### config.mk
export PLATFORM = sky130hd
export DESIGN_NAME = snake_engine
export DESIGN_NICKNAME = d
export VERILOG_FILES = /design/src/rtl/snake_engine.sv
export SDC_FILE = /design/constraint.sdc
export NUM_CORES = 1
export LEC_CHECK = 0
export BUFFER_PORTS_ARGS = -buffer_cell sky130_fd_sc_hd__buf_2
export CAP_MARGIN = 15
export CORE_UTILIZATION = 55
export CTS_BUF_LIST = sky130_fd_sc_hd__clkbuf_2 sky130_fd_sc_hd__clkbuf_4 sky130_fd_sc_hd__clkbuf_8
export CTS_CLUSTER_DIAMETER = 60
export DETAILED_ROUTE_END_ITERATION = 7
export GPL_TIMING_DRIVEN = 0
export HOLD_SLACK_MARGIN = 0.02
export PLACE_DENSITY_LB_ADDON = 0.15
export SYNTH_ARGS = -nofsm -noshare
export SYNTH_HDL_FRONTEND = slang
export SYNTH_SLANG_ARGS = --single-unit
### constraint.sdc
create_clock -name clk -period 11.8 [get_ports clk]
set_input_delay 0.59 -clock clk [delete_from_list [all_inputs] [get_ports clk]]
set_output_delay 0.59 -clock clk [all_outputs]
set_load 0.1 [all_outputs]
### src/rtl/snake_engine.sv
// snake_engine: snake body state, movement/collision rules and per-pixel cell query
module snake_engine #(
    parameter int MAX_LEN = 16,
    parameter int GRID_W = 40,
    parameter int GRID_H = 30,
    parameter int INIT_X = 20,
    parameter int INIT_Y = 15
) (
    input  logic       clk,
    input  logic       rst,
    input  logic       start,
    input  logic       move_tick,
    input  logic [1:0] dir_in,
    input  logic       dir_valid,
    input  logic [5:0] apple_x,
    input  logic [4:0] apple_y,
    input  logic [9:0] x_pos,
    input  logic [9:0] y_pos,
    output logic [1:0] snake,
    output logic       apple_eaten,
    output logic       game_over,
    output logic [5:0] length,
    output logic [5:0] head_x,
    output logic [4:0] head_y
);
    typedef enum logic [1:0] {IDLE, RUN, DEAD} state_t;
    state_t state, state_nx;
    logic [5:0] seg_x [MAX_LEN];
    logic [4:0] seg_y [MAX_LEN];
    logic [1:0] cur_dir, pend_dir;
    logic [5:0] nh_x, cx;
    logic [4:0] nh_y;
    logic [5:0] cy;
    logic at_apple, grow, wall_hit, body_hit, collide, do_move, init, steer_ok;
    logic hit_head, hit_body, on_wall, off_screen;
    assign nh_x = pend_dir == 2'b10 ? seg_x[0] - 6'd1 : pend_dir == 2'b11 ? seg_x[0] + 6'd1 : seg_x[0];
    assign nh_y = pend_dir == 2'b00 ? seg_y[0] - 5'd1 : pend_dir == 2'b01 ? seg_y[0] + 5'd1 : seg_y[0];
    assign wall_hit = nh_x == 6'd0 || nh_x == 6'(GRID_W - 1) || nh_y == 5'd0 || nh_y == 5'(GRID_H - 1);
    assign at_apple = nh_x == apple_x && nh_y == apple_y;
    assign grow = at_apple && length < 6'(MAX_LEN);
    assign collide = wall_hit || body_hit;
    assign do_move = state == RUN && move_tick;
    assign init = state == DEAD && start;
    assign steer_ok = dir_valid && !(dir_in[1] == cur_dir[1] && dir_in[0] != cur_dir[0]);
    assign game_over = state == DEAD;
    assign head_x = seg_x[0];
    assign head_y = seg_y[0];
    // The tail cell is vacated by this move unless the snake grows, so it only blocks when growing.
    always_comb begin
        body_hit = 1'b0;
        for (int i = 1; i < MAX_LEN; i++)
            if ((6'(i) < length - 6'd1 || (6'(i) == length - 6'd1 && grow)) && seg_x[i] == nh_x && seg_y[i] == nh_y)
                body_hit = 1'b1;
    end
    always_comb begin
        state_nx = state;
        state_nx = state == IDLE && start ? RUN :
                   do_move && collide ? DEAD :
                   init ? IDLE : state;
    end
    always_ff @(posedge clk)
        state <= !rst ? IDLE : state_nx;
    always_ff @(posedge clk) begin
        if (!rst || init) begin
            for (int i = 0; i < MAX_LEN; i++) begin
                seg_x[i] <= 6'(INIT_X - i);
                seg_y[i] <= 5'(INIT_Y);
            end
            length <= 6'd3;
            cur_dir <= 2'b11;
            pend_dir <= 2'b11;
            apple_eaten <= 1'b0;
        end else begin
            apple_eaten <= do_move && !collide && at_apple;
            if (do_move && !collide) begin
                for (int i = MAX_LEN - 1; i > 0; i--) begin
                    seg_x[i] <= seg_x[i-1];
                    seg_y[i] <= seg_y[i-1];
                end
                seg_x[0] <= nh_x;
                seg_y[0] <= nh_y;
                cur_dir <= pend_dir;
                if (grow)
                    length <= length + 6'd1;
            end
            if (steer_ok)
                pend_dir <= dir_in;
        end
    end
    assign cx = x_pos[9:4];
    assign cy = y_pos[9:4];
    assign off_screen = x_pos >= 10'(GRID_W * 16) || y_pos >= 10'(GRID_H * 16);
    assign on_wall = cx == 6'd0 || cx == 6'(GRID_W - 1) || cy == 6'd0 || cy == 6'(GRID_H - 1);
    assign hit_head = seg_x[0] == cx && {1'b0, seg_y[0]} == cy;
    always_comb begin
        hit_body = 1'b0;
        for (int i = 1; i < MAX_LEN; i++)
            if (6'(i) < length && seg_x[i] == cx && {1'b0, seg_y[i]} == cy)
                hit_body = 1'b1;
    end
    assign snake = off_screen ? 2'b00 : on_wall ? 2'b11 : hit_head ? 2'b01 : hit_body ? 2'b10 : 2'b00;
endmodule

==> results of run 1 <==
## registers in the layout (all words and copies together) (netlist names)
name / count
length: 6
cur_dir: 2
seg_x: 96
seg_y: 80
apple_eaten: 1
state: 2
pend_dir: 2
## power groups by stage
stage / combinational, mW / sequential [mW] / clock (mW)
after global routing: 0.341 / 0.785 / 0.500
after global placement: 0.304 / 0.810 / 0
after floorplan: 0.214 / 0.795 / 0
after detailed placement: 0.315 / 0.797 / 0
after CTS: 0.317 / 0.782 / 0.479
final: 0.328 / 0.784 / 0.486
## metrics by stage
stage	setup TNS, ns	util	hold WS [ns]
finish	0	0.612	0.318
global route	0	0.612	0.349
CTS	0	0.612	0.326
detailed placement	0	0.595	0.526
global placement	-395.05	0.590	0.502
floorplan	0	-	0.481
## final cells by class
cell class                      instances  area [um^2]
Buffer                                104          465
Clock buffer                           19          249
Clock inverter                         13          153
Fill cell                            2019         9170
Inverter                               31          116
Multi-Input combinational cell        970         7230
Sequential cell                       189         5550
Tap cell                              319          399
Timing Repair Buffer                   45          292
## cell usage after synthesis, drive strengths merged (3+ instances only)
cell / number
inv: 31
o21ai: 25
or4: 14
nand3: 44
buf: 47
a41oi: 5
or4b: 4
or3: 8
o211ai: 8
a211oi: 7
a2111oi: 5
nand2b: 13
mux2i: 14
nor3: 28
nor3b: 3
nand4: 42
or2: 88
dfxtp: 13
xnor2: 196
xor2: 168
xnor3: 11
edfxtp: 176
o32a: 3
a31oi: 3
and3: 76
nor4: 50
nand2: 37
ha: 9
nor2: 49
clkbuf: 57
a21oi: 20
## per-layer routing
layer / up-vias / GRT usage
li1: 4707 / -
met2: 943 / 0.599
met5: - / 0
met3: 225 / 0.104
met1: 5384 / 0.577
met4: 0 / 0.244
## critical path, cell delays in order, from the launching register on
cell and delay [ns]:
sky130_fd_sc_hd__edfxtp_1 0.40, sky130_fd_sc_hd__buf_2 0.35, sky130_fd_sc_hd__buf_1 0.91, sky130_fd_sc_hd__clkbuf_1 0.79, sky130_fd_sc_hd__inv_1 0.15, sky130_fd_sc_hd__ha_1 0.26
sky130_fd_sc_hd__mux2i_1 0.21, sky130_fd_sc_hd__nor2_1 0.24, sky130_fd_sc_hd__xnor2_1 1.03, sky130_fd_sc_hd__buf_2 0.61, sky130_fd_sc_hd__xnor2_1 0.19, sky130_fd_sc_hd__nor4_1 0.14
sky130_fd_sc_hd__o211ai_1 0.11, sky130_fd_sc_hd__o2111ai_1 0.20, sky130_fd_sc_hd__a2111o_1 0.51, sky130_fd_sc_hd__nor3_2 0.75, sky130_fd_sc_hd__clkbuf_1 0.56, sky130_fd_sc_hd__nand2b_4 0.79
sky130_fd_sc_hd__buf_16 0.36
## worst paths after layout
check / startpoint / to / slack, ns
min reg2reg: state[1] / state[1] / 0.53
max reg2reg: seg_y[0][0] / seg_y[1][34] / 2.80
min: dir_in[1] / pend_dir[1] / 0.32
max: seg_y[0][0] / seg_y[1][34] / 2.80
## kinds of logic (layout without fill, tap and decap cells)
| kind of cell | Yosys count | after routing | synth area share |
|---|---|---|---|
| and+or+nand+nor | 466 | 466 | 0.201 |
| xor gates and xnor gates | 376 | 376 | 0.261 |
| DFF | 189 | 189 | 0.416 |
| buffers and inverters | 135 | 212 | 0.0436 |
| AOI/OAI and AO/OA | 104 | 104 | 0.0577 |
| muxes | 15 | 15 | 0.0119 |
| adders and majority gates | 9 | 9 | 0.00844 |
==> results.cfg, run 1 <==
[power_and_ir_drop]
netSwitchingPower_mw = 0.531
irDropWorstVdd_mv = 0.0751
seq_power_share = 0.491
total_power_mw = 1.60
power.combinational.fraction = 0.205
clkPwrFrac = 0.304
pd_cells_mw_per_mm2 = 111
internal_power_mw = 1.07
total_leakage_power_nw = 4.90
swShare = 0.332

[placement]
dpl.cell_count = 1658
dp_hpwl_um = 36700
place_ws_ns = 3.26
buffers_added_on_ports = 39
placed_area_mm2 = 0.0140
placer_congestion = 1.08

[clocking]
clock_tree_from_tritoncts = yes
total_clock_sinks = 189
clk_slew_on_worst_s_h_paths_ns = 0.12
postCtsHoldBufs = 0
postCtsResizedCells = 0
cts_setup_buffers = 0
clock_tree.buffer_depth = 2
ctsHtreeMaxLevel = 4
cts-buffers-inserted = 17
root_buffer = sky130_fd_sc_hd__clkbuf_8
clkLatencyLatePin_ns = 0.51

[status]
status = finished, final reports clean

[global_route]
grt_use_total = 0.420
largest_net_degree_at_the_start_of_global_routing = 63
grt_antenna_before_repair = 2
grt_overflow = 0
grt_pass1_wl_um = 71900
grt_pass1_vias = 10500

[drt]
drt_pass1_iterations = 8
ant_nets = 0
maxUsedRoutingLayer = met4
wl_per_cell_um = 30.2
wl_met1_um = 19800
detail_route.iter0.violations = 1652
route.met2.wl_um = 20800
vias = 11300
via_per_inst = 6.66
met3WireLength_um = 7090
routed_wirelength_um = 51100
drc_errors = 0

[timing]
layout_setup_ws_ns = 2.80
actual_transition_at_the_worst_max_transition_pin_ns = 1.31
final.setup_skew_ns = 0.0240
setup_viol = 0
period_share = 0.762
fmax_ghz = 0.111
layout_min_cycle_time_ns = 9.00
final-max-slew-violation-count = 0
final-hold-violation-count = 0
grt_setup_unrepaired = false
slew-limit-headroom = 0.111

[yosys]
asyncSetResetFlopFracSynth = 0
post_synth_main_area_contributors = sky130_fd_sc_hd__edfxtp_1, sky130_fd_sc_hd__xnor2_1, sky130_fd_sc_hd__xor2_1
ys.warnings.count = 0
sequential_to_total_area_share_from_yosys_stat = 0.416
syn-num-nets = 1341
synth_enable_flop_cells = 176
synthDominantAreaCellType = sky130_fd_sc_hd__edfxtp_1
postSynthRegisterBits = 189
synthesis.instances = 1294
synth_largest_type_area_fraction = 0.396
synthesis.area_per_instance_um2 = 10.3
synthFlopType = sky130_fd_sc_hd__edfxtp_1
yosys.cell_types.count = 76
cell_area_after_synthesis_mm2 = 0.0133

[floorplan]
effective_utilization_at_floorplan = 0.565
fp.dieArea_mm2 = 0.0249
die_x_um = 158
row_count = 56
die_height_um = 158
floorplan.core_area_mm2 = 0.0236
design.portCount = 59

[min_path]
timing.hold.worst.class = in2reg
worstHoldPathCells = 3

[layout]
design.final.nets = 1405
diodes = 0
final_layout_size_suffix_gt1_frac = 0.155
area_delta_synth_final_pct = 8.30
layout.cells.most_common_list = sky130_fd_sc_hd__xnor2_1, sky130_fd_sc_hd__edfxtp_1, sky130_fd_sc_hd__xor2_1
layout.cells.most_common = sky130_fd_sc_hd__xnor2_1
stdcell_count = 1690
post-route-cell-area_mm2 = 0.0144

[setup_path]
crit_path_end_kind = register
path_max_fanout = 62
critPathKind = reg2reg
critPathLaunchType = register
critPathRequiredTime_ns = 11.97
worst_r2r_path_depth = 18
arrival_ns = 9.17

[run]
cap_violations = 0
Power figures use the tool's default switching activity.
==> run 2: changes to the inputs <==
Clock period 11.8 ns to 8.6 ns, I/O delays scaled along.
==> run 2 against run 1 <==
Net effect:
- die area unchanged
- largest power group unchanged
- fmax increased by 6.6%
- non-clock buffer count unchanged
- combinational power increased by 40%
- first-iteration DRC count increased by 1.8%
- largest cell class unchanged
- clock power increased by 35%
- core utilization increased by 0.27 points
- global-route usage decreased by 0.093 points
- wire length decreased by 0.57%
- clock skew increased by 0.0021 ns
- power increased by 37%
- worst setup slack got worse by 2.6 ns
==> results.cfg, run 2 (same netlist as run 1, synthesis figures left out) <==
[status]
status = finished, final reports clean

[global_route]
grt_use_total = 0.419
largest_net_degree_at_the_start_of_global_routing = 58
grt_pass1_vias = 10200
grt_overflow = 0
grt_pass1_wl_um = 71500
grt_antenna_before_repair = 0

[layout]
area_delta_synth_final_pct = 8.78
design.final.nets = 1405
largest_register_ff_count = 96
post-route-cell-area_mm2 = 0.0145
layout.cells.most_common_list = sky130_fd_sc_hd__xnor2_1, sky130_fd_sc_hd__edfxtp_1, sky130_fd_sc_hd__xor2_1
area_of_the_multi_input_gates_mm2 = 0.00723
diodes = 0
register_area_mm2 = 0.00555
utilization = 0.615
biggestRegsByFlops = seg_x: 96 flops, seg_y: 80 flops, length: 6 flops
final_layout_size_suffix_gt1_frac = 0.156
filler_cell_count = 2009
registers.top_by_ff_count = seg_x
layout.cells.most_common = sky130_fd_sc_hd__xnor2_1

[setup_path]
arrival_ns = 8.63
worst_path_largest_cell_delay_ns = 0.81
timing.critical_path.slowest_stage_cell = sky130_fd_sc_hd__clkbuf_1
worst_path_most_repeated_cell = sky130_fd_sc_hd__buf_16
critical_path.reg2reg.startpoint = seg_y[0][0]
critPathRequiredTime_ns = 8.79
ordered_list_of_cells_on_the_worst_path = buf_2, clkbuf_1, inv_1, ha_1, xnor2_1, mux2i_1, buf_6, buf_2, xnor2_1, nor4_1, nand4_1, o2111ai_1, a2111o_1, nor3_2, clkbuf_1, nand2b_4, buf_16, buf_16, buf_16
path_max_fanout = 57
critPathLaunchType = register
rr_endpoint = seg_y[1][14]
critPathKind = reg2reg
worst_r2r_path_depth = 19
rrSetupSlack_ns = 0.16
worst_path_dominant_cell_family = buffers and inverters
crit_path_buf_inv_count = 9
cp_num_cells = 19
crit_path_end_kind = register

[clocking]
cts-buffers-inserted = 17
cts_setup_buffers = 0
root_buffer = sky130_fd_sc_hd__clkbuf_8
clkLatencyLatePin_ns = 0.52
total_clock_sinks = 189
clock_tree_from_tritoncts = yes
clock_tree.buffer_depth = 2
clk_slew_on_worst_s_h_paths_ns = 0.13
ctsHtreeMaxLevel = 4

[min_path]
worstHoldPathCells = 3
worst_hold_path.endpoint = pend_dir[0]
timing.hold.worst.class = in2reg
hold_path_startpoint = dir_in[0]

[floorplan]
die_x_um = 158
fp.dieArea_mm2 = 0.0249
row_count = 56
effective_utilization_at_floorplan = 0.565
die_height_um = 158
floorplan.core_area_mm2 = 0.0236
design.portCount = 59

[timing]
totalNegativeSetupSlack_ns = 0
layout_setup_ws_ns = 0.158
actual_transition_at_the_worst_max_transition_pin_ns = 1.40
setup_viol = 0
grt_setup_unrepaired = false
final.setup_skew_ns = 0.0261
fmax_ghz = 0.118
slew-limit-headroom = 0.0576
layout_min_cycle_time_ns = 8.44
final-max-slew-violation-count = 0
period_share = 0.982
final-hold-violation-count = 0

[placement]
placer_congestion = 1.03
place_ws_ns = -0.266
dp_hpwl_um = 36800
placed_area_mm2 = 0.0141
buffers_added_on_ports = 39

[power_and_ir_drop]
total_leakage_power_nw = 4.94
irDropWorstVdd_mv = 0.0826
pd_cells_mw_per_mm2 = 151
total_power_mw = 2.19

[drt]
ant_nets = 0
wl_per_cell_um = 30.1
drt_pass1_iterations = 6
vias = 11000
via_per_inst = 6.49
routed_wirelength_um = 50800
drc_errors = 0
detail_route.iter0.violations = 1681

[run]
cap_violations = 0
[run 2: per-stage QoR]
| step | cells | hold slack, ns |
|---|---|---|
| after global placement | 1652 | 0.495 |
| after floorplan | 1294 | 0.481 |
| after global routing | 1690 | 0.180 |
| after CTS | 1690 | 0.150 |
| final | 1690 | 0.147 |
| after detailed placement | 1659 | 0.510 |
[run 2: worst reg2reg max path, delay by kind of cell, from the launching register on]
family / cells / cell delay [ns]
AND/OR/NAND/NOR: 4 / 1.58
buffers and inverters: 9 / 3.83
multiplexers: 1 / 0.72
adder cells (fa/ha/maj): 1 / 0.40
AO/OA/AOI/OAI: 2 / 0.67
XOR/XNOR: 2 / 0.48
flip-flops: 1 / 0.39
[run 2: power by group]
group          switching [mW]  internal, mW
clock network           0.406         0.250
logic                   0.300         0.159
registers              0.0387          1.04
[run 2: how the worst max path moves through the flow]
stage | from | endpoint | slack [ns]
detailed placement | seg_y[0][0] | seg_y[1][34] | -0.27
CTS | seg_y[0][0] | seg_x[1][33] | 0.37
floorplan | length[0] | seg_x[0][0] | 1.55
global route | seg_y[0][0] | seg_x[1][34] | 0.09
global placement | seg_y[0][0] | seg_y[1][9] | -2.53
finish | seg_y[0][0] | seg_y[1][14] | 0.16
[run 2: metal layers]
layer / global-route usage / share of wire / vias up
li1: - / - / 4708
met1: 0.583 / 0.39 / 5204
met2: 0.588 / 0.41 / 860
met3: 0.0975 / 0.14 / 198
met4: 0.258 / 0.064 / 0
met5: 0 / 0 / -
[run 2: timing repair]
action | in CTS | in global routing
resized for setup | 0 | 1
hold endpoints to repair | 0 | 0
setup endpoints to repair | 57 | 33
hold buffers | 0 | 0
[run 2: area by class of cell]
cell class                      instances  area share
Sequential cell                       189       0.382
Clock inverter                         15      0.0133
Timing Repair Buffer                   46      0.0225
Multi-Input combinational cell        970       0.499
Buffer                                103      0.0318
Inverter                               31     0.00802
Clock buffer                           17      0.0161
Tap cell                              319      0.0275
